==> src/rtl/fp_itof.sv <==
// Three-stage elastic int32/uint32 -> IEEE-754 single converter, round-to-nearest-even.
// Pipeline: sign/magnitude, normalize, then round and pack.
module fp_itof #(
  parameter int unsigned DATA_WIDTH = 32
) (
  input  logic                  clk,
  input  logic                  rst,
  input  logic                  in_valid,
  output logic                  in_ready,
  input  logic [DATA_WIDTH-1:0] int_in,
  input  logic                  is_unsigned,
  output logic                  out_valid,
  input  logic                  out_ready,
  output logic [DATA_WIDTH-1:0] float_result,
  output logic                  inexact
);

  localparam int unsigned EXP_WIDTH  = 8;
  localparam int unsigned MANT_WIDTH = 23;
  localparam int unsigned BIAS       = 127;
  localparam int unsigned LZ_WIDTH   = 6;
  localparam int unsigned E_WIDTH    = 5;
  localparam int unsigned NORM_WIDTH = DATA_WIDTH - 1;

  if (DATA_WIDTH != 32) begin : g_bad_width
    $fatal(1, "fp_itof: DATA_WIDTH must be 32");
  end

  // Stage registers
  logic                  v1_q, v2_q, v3_q;
  logic                  s1_sign_q, s1_zero_q;
  logic [DATA_WIDTH-1:0] s1_mag_q;
  logic                  s2_sign_q, s2_zero_q;
  logic [E_WIDTH-1:0]    s2_exp_q;
  logic [NORM_WIDTH-1:0] s2_norm_q;
  logic [DATA_WIDTH-1:0] res_q;
  logic                  inx_q;

  // A stage may load when it is empty or its contents move on this cycle.
  logic en1_c, en2_c, en3_c;
  assign en3_c = !v3_q || out_ready;
  assign en2_c = !v2_q || en3_c;
  assign en1_c = !v1_q || en2_c;

  assign in_ready     = en1_c;
  assign out_valid    = v3_q;
  assign float_result = res_q;
  assign inexact      = inx_q;

  // S1: sign and magnitude
  logic                  sign_c;
  logic [DATA_WIDTH-1:0] mag_c;
  logic                  zero_c;
  always_comb begin
    sign_c = int_in[DATA_WIDTH-1] & ~is_unsigned;
    mag_c  = sign_c ? (~int_in + DATA_WIDTH'(1)) : int_in;
    zero_c = (mag_c == '0);
  end

  // S2: leading-zero count and normalization; highest set bit wins
  logic [LZ_WIDTH-1:0]   lz_c;
  logic [NORM_WIDTH-1:0] norm_c;
  logic [E_WIDTH-1:0]    e_c;
  always_comb begin
    lz_c = LZ_WIDTH'(DATA_WIDTH);
    for (int i = 0; i < DATA_WIDTH; i++) begin
      if (s1_mag_q[i]) lz_c = LZ_WIDTH'(DATA_WIDTH - 1 - i);
    end
    norm_c = NORM_WIDTH'(s1_mag_q << lz_c);
    e_c    = E_WIDTH'(LZ_WIDTH'(DATA_WIDTH - 1) - lz_c);
  end

  // S3: round to nearest even and pack
  logic [MANT_WIDTH-1:0] frac_c;
  logic                  guard_c, sticky_c, rup_c;
  logic [MANT_WIDTH:0]   frac_inc_c;
  logic [EXP_WIDTH-1:0]  bexp_c;
  logic [DATA_WIDTH-1:0] res_c;
  logic                  inx_c;
  always_comb begin
    frac_c     = s2_norm_q[NORM_WIDTH-1:NORM_WIDTH-MANT_WIDTH];
    guard_c    = s2_norm_q[7];
    sticky_c   = |s2_norm_q[6:0];
    rup_c      = guard_c & (sticky_c | s2_norm_q[8]);
    // Carry out of the fraction means the significand rolled over to 2.0.
    frac_inc_c = {1'b0, frac_c} + (MANT_WIDTH+1)'(rup_c);
    bexp_c     = EXP_WIDTH'(s2_exp_q) + EXP_WIDTH'(BIAS) + EXP_WIDTH'(frac_inc_c[MANT_WIDTH]);
    res_c      = {s2_sign_q, bexp_c, frac_inc_c[MANT_WIDTH-1:0]};
    inx_c      = guard_c | sticky_c;
    if (s2_zero_q) begin
      res_c = '0;
      inx_c = 1'b0;
    end
  end

  always_ff @(posedge clk or negedge rst) begin
    if (!rst) begin
      v1_q      <= 1'b0;
      v2_q      <= 1'b0;
      v3_q      <= 1'b0;
      s1_sign_q <= 1'b0;
      s1_zero_q <= 1'b0;
      s1_mag_q  <= '0;
      s2_sign_q <= 1'b0;
      s2_zero_q <= 1'b0;
      s2_exp_q  <= '0;
      s2_norm_q <= '0;
      res_q     <= '0;
      inx_q     <= 1'b0;
    end else begin
      if (en1_c) v1_q <= in_valid;
      if (en2_c) v2_q <= v1_q;
      if (en3_c) v3_q <= v2_q;
      if (en1_c && in_valid) begin
        s1_sign_q <= sign_c;
        s1_zero_q <= zero_c;
        s1_mag_q  <= mag_c;
      end
      if (en2_c && v1_q) begin
        s2_sign_q <= s1_sign_q;
        s2_zero_q <= s1_zero_q;
        s2_exp_q  <= e_c;
        s2_norm_q <= norm_c;
      end
      if (en3_c && v2_q) begin
        res_q <= res_c;
        inx_q <= inx_c;
      end
    end
  end

endmodule

==> config.mk <==
export PLATFORM = sky130hd
export DESIGN_NAME = fp_itof
export DESIGN_NICKNAME = d
export VERILOG_FILES = /design/src/rtl/fp_itof.sv
export SDC_FILE = /design/constraint.sdc
export NUM_CORES = 1
export LEC_CHECK = 0
export CAP_MARGIN = 0
export CORE_ASPECT_RATIO = 2
export CORE_MARGIN = 2
export CORE_UTILIZATION = 34
export CTS_BUF_LIST = sky130_fd_sc_hd__clkbuf_4 sky130_fd_sc_hd__clkbuf_8
export DETAILED_ROUTE_END_ITERATION = 6
export GPL_TIMING_DRIVEN = 0
export PLACE_DENSITY_LB_ADDON = 0.25
export SETUP_SLACK_MARGIN = 0.3
export SYNTH_ARGS = -nofsm -noshare
export SYNTH_HDL_FRONTEND = slang
export SYNTH_SLANG_ARGS = --single-unit
==> constraint.sdc <==
create_clock -name clk -period 7.72 [get_ports clk]
set_clock_uncertainty 0.05 [all_clocks]
set_input_delay 1.544 -clock clk [delete_from_list [all_inputs] [get_ports clk]]
set_output_delay 1.544 -clock clk [all_outputs]
set_load 0.005 [all_outputs]
Word level (Yosys, flattened, before mapping)
Cells that the tools add are included.
- input port bits: 37
- register bits: 108
- word-level logic and storage cells: 70
- shift-type cells: 1
- bitwise operators: 6
- mux-type cells: 35
- add/subtract/negate cells: 5
- reductions and logical operators: 11
- operator list (cell ; number):
    $mux W6 ; 32
    $mux W32 ; 2
    $add A32 B1 Y32 const B ; 1
    $logic_not A32 Y1 ; 1
    $not A32 Y32 ; 1
    $shl A32 B6 Y31 ; 1
    $add A23 B1 Y24 ; 1
    $add A5 B7 Y8 const B ; 1
    $add A8 B1 Y8 ; 1
    $reduce_or A7 Y1 ; 1
    $sub A5 B5 Y5 const A ; 1
    $logic_and A1 B1 Y1 ; 3
    $logic_not A1 Y1 ; 3
    $logic_or A1 B1 Y1 ; 3
    $and A1 B1 Y1 ; 2
    $or A1 B1 Y1 ; 2
    $mux W1 ; 1
    $not A1 Y1 ; 1

Depth between registers and ports, before layout
- depth in word-level cells: 33
- depth in mapped cells: 12

Worst setup path before layout
OpenSTA, ideal clock, no wires.
- kind: in2reg
- from: input port int_in[4]
- to: register s1_zero_q
- library setup time: 0.095 ns
- cell stages on the path: 10
- setup slack: 3.738 ns
- data required time: 7.575 ns
- data arrival time: 3.837 ns
- cells stage by stage: or3_1 clkbuf_1 nor3_1 nand2b_1 nor3_1 nand2_1 o41ai_1 xor2_1 nand4b_1 o31ai_1
- cells in the longest elaborated chain, start to end: 4
- ends and longest elaborated chain (element ; RTL line ; text):
    start, declared ; 10 ; input logic [DATA_WIDTH-1:0] int_in,
    $not A32 Y32 ; 56 ; mag_c = sign_c ? (~int_in + DATA_WIDTH'(1)) : int_in;
    $add A32 B1 Y32 ; 56 ;
    $mux W32 * ; 56 ;
    $logic_not A32 Y1 * ; 57 ; zero_c = (mag_c == '0);
    end signal, assigned ; 116 ; s1_zero_q <= zero_c;
    end, declared ; 31 ; logic s1_sign_q, s1_zero_q;
Every way passes the cells marked *; elsewhere a longest branch is shown, timed or not.
A chain may end at the register's enable or synchronous reset.

Final worst setup path
Same ends and word-level chain as after synthesis.

==> results by group <==
CTS
  – Post-CTS setup buffers: 0
  – TritonCTS Buffers: 9
  – Clock latency on the worst-skew pair: 0.40 ns
  – Clk buf depth: 2
  – H-tree levels: 3
  – Clk sinks: 108
  – Clock-pin slew on the worst setup and hold paths: around 0.11 ns
  – CTS resizes: 0
  – Hold buffer count at CTS: 0
  – Clk root buf: clkbuf_8
  – CTS tree: done

Run
  – Max-cap violation count: 0

Floorplan
  – Die area: between 20000 and 25000 um^2
  – Site Rows: 76
  – Die Wd: 108 um
  – Initial Utilization: 34.5%
  – Core area: 21400 um^2
  – Die height: 212 um
  – Ports: 72

STA
  – Final min period: 4.99 ns
  – # setup viols final: 0
  – Max-slew violation count: 0
  – Final Hold Viols: 0
  – Final TNS setup: 0 ns
  – Worst slew pin tran: 0.874 ns
  – RSZ-0062 raised after global routing: false
  – Final period util: 64.7%
  – Peak Freq: 0.200 GHz
  – Slew headroom: 41.2%

GRT
  – Aggregate global routing overflow: 0
  – Antenna violations before repair: 0
  – Vias in the first global route: 6908
  – First-pass GRT wire length: approximately 37000 um
  – Total GRT Usage: 21.5%
  – Largest net degree at the start of global routing: 67

Placement
  – Port bufs: 63
  – Area post-placement: 8390 um^2
  – Hpwl dp: between 15000 and 20000 um
  – GPL Wtd Cong: 0.961

Routing
  – Via count: 6883
  – First-iteration detailed-routing DRC count: 182
  – Avg WL per Cell: 19.2 um
  – Detailed Route WL: 24000 um
  – Post-DRT Antenna Nets: 0
  – DR pass1 iterations: 5
  – Vias per cell: about 5.5
  – Number of remaining DRC errors: 0

Worst setup path
  – CP arrival: around 5.3 ns
  – CP cell instances: clkdlybuf4s50_1, or3_1, clkbuf_1, nor3_1, nand2b_1, nor3_1, nand2_1, o41ai_1, xor2_1, nand4b_1, o31ai_1
  – Critical path startpoint category: input port
  – CP most frequent cell: nor3_1
  – Worst path required time: between 7 and 8 ns
  – Setup CP Type: input port to register
  – Crit Path Max Fanout: 7
  – CP delay by family, top: simple AND/OR/NAND/NOR gates
  – Crit. End Element: register
  – Crit-path max cell delay: 0.69 ns
  – Slowest cell on the critical path: nor3_1
  – CP bufs+invs: 2

Cells and area
  – Area of the multi-input gates: 4410 um^2
  – Antenna cells: 0
  – Net count, final: just over 1000
  – Final Util: about two fifths
  – Final instance area: between 8000 and 9000 um^2
  – Storage cell area: 2700 um^2
  – Synthesis-to-layout area growth: 16.6%
  – # fillers: about 2300
  – Share of cells above drive strength 1: approximately 5.0%

Synthesis
  – Synth Warn #: 0
  – Largest family of logic cells by synthesized area: simple AND/OR/NAND/NOR gates
  – Synth Cell Area: ~7400 um^2
  – Post-synth ARST share: 100%
  – Complex-gate fraction of the synthesized area: 21.1%
  – Post-synthesis mux area share: 9.77%
  – Synth Net Count: 939
  – Post-synthesis xor/xnor area fraction: around 6.4%
  – Post-synthesis sequential area ratio: 36.6%
  – Mapped Cells: 897
  – Synth Area per Inst: between 8 and 9 um^2
  – Number of synthesized flops with an enable pin: 0
  – Synth Area in Adders: 0.847%
  – #FFs+latches synth: 108
  – Post-synth cell types: 67
  – Synth Area in Simple Gates: a little over a fifth
  – Synth Flop Type: dfrtp_1

Power and ir drop
  – LEAKAGE: 3.39 nW
  – IR drop worst, VDD: between 0.1 and 0.15 mV
  – Power density cells: 277 nW/um^2

Status
  – Outcome: finished clean

Min path
  – Hold Path Class: register to register
-- cell usage after synthesis (13+ instances only) --
library cell / instances / area share [%]
clkbuf_1: 47 / 2.4
mux2_2: 13 / 2.0
nor3_1: 21 / 1.4
mux2i_1: 53 / 7.2
a21oi_1: 38 / 2.6
xor2_1: 30 / 3.6
nand2b_1: 20 / 1.7
nand2_1: 158 / 8.0
a31oi_1: 13 / 1.1
xnor2_1: 24 / 2.8
nor4_1: 13 / 1.1
dfrtp_1: 108 / 37
o31ai_1: 15 / 1.5
nand3_1: 22 / 1.5
nor2_1: 61 / 3.1
o21ai_0: 104 / 7.0
inv_1: 14 / 0.71
-- worst paths after layout --
check | startpoint | end | slack, ns | depth (start not counted)
hold reg to reg | float_result[27] | float_result[27] | 0.44 | 2
setup reg to reg | s1_mag_q[0] | s2_norm_q[28] | 3.47 | 11
hold / removal | float_result[27] | float_result[27] | 0.44 | 2
max in group asynchronous | rst | s2_norm_q[20] | 5.84 | 2
min in group asynchronous | rst | s1_sign_q | 1.07 | 1
setup / recovery | int_in[4] | s1_zero_q | 2.73 | 11
-- flip-flops by register name (all words and copies together) (netlist names) --
name / count
s2_sign_q: 1
v1_q: 1
s2_norm_q: 31
s1_sign_q: 1
s2_zero_q: 1
float_result: 32
s2_exp_q: 5
v2_q: 1
out_valid: 1
s1_mag_q: 32
s1_zero_q: 1
inexact: 1
-- per-stage QoR --
| stage | std cells | setup WS [ns] | hold WS (ns) | power (mW) |
|---|---|---|---|---|
| 3_3_place_gp | 1233 | 0.967 | 0.412 | 1.97 |
| 5_1_grt | 1250 | 2.44 | 0.463 | 2.54 |
| 6_report | 1250 | 2.73 | 0.435 | 2.39 |
| 4_1_cts | 1250 | 2.79 | 0.441 | 2.39 |
| 2_1_floorplan | 897 | 3.74 | 0.389 | 1.54 |
| 3_5_place_dp | 1234 | 2.37 | 0.414 | 1.99 |
-- report_power, final --
| group | switching, mW | internal (mW) | total [mW] |
|---|---|---|---|
| registers | 0.169 | 0.742 | 0.911 |
| clock network | 0.216 | 0.188 | 0.405 |
| logic | 0.583 | 0.488 | 1.07 |
-- tightest hold or removal path: stages (launching register included) --
cell	delay, ns
dfrtp_1	0.36
nand2_1	0.04
o21ai_0	0.06
-- cell type report --
| class | count | area share (%) |
|---|---|---|
| multi-input cells | 719 | 51.2 |
| flip-flops and latches | 108 | 31.4 |
| repair buffers | 64 | 7.61 |
| well taps | 273 | 3.96 |
| plain buffers | 56 | 2.61 |
| clock buffers | 9 | 1.44 |
| clock inverters | 7 | 1.23 |
| inverters | 14 | 0.610 |
-- cells in the final DEF, fill, tap and decap left out, drive strengths merged, types with 5 or more instances in the layout --
cell type	n
xnor2	24
mux2	13
o21ai	104
xor2	30
and2	8
o211ai	9
nand4	8
a32o	5
inv	17
nor4	13
nand3	22
a21oi	38
a22oi	6
ha	5
nor2	61
o31ai	15
nor2b	5
clkdlybuf4s50	62
buf	11
nor3	21
dfrtp	108
or3	8
nand2	158
nand2b	20
a31oi	13
mux2i	53
or4	5
clkbuf	56
and3	5
-- logic make-up (layout without fill, tap and decap cells) --
family | count (synthesis) | count (layout)
xor gates and xnor gates | 54 | 54
and+or+nand+nor | 345 | 345
DFF | 108 | 108
AOI/OAI and AO/OA | 247 | 247
buffers and inverters | 70 | 150
adders and majority gates | 5 | 5
muxes | 68 | 68
-- metal layers --
layer,GRT usage (%),routed length [um],up-vias
li1,-,-,3386
met5,0,0,-
met2,41.7,13400,198
met1,18.3,7640,3195
met4,19.6,2370,0
met3,2.24,584,104
No activity file was read; power rests on OpenSTA's default activity.
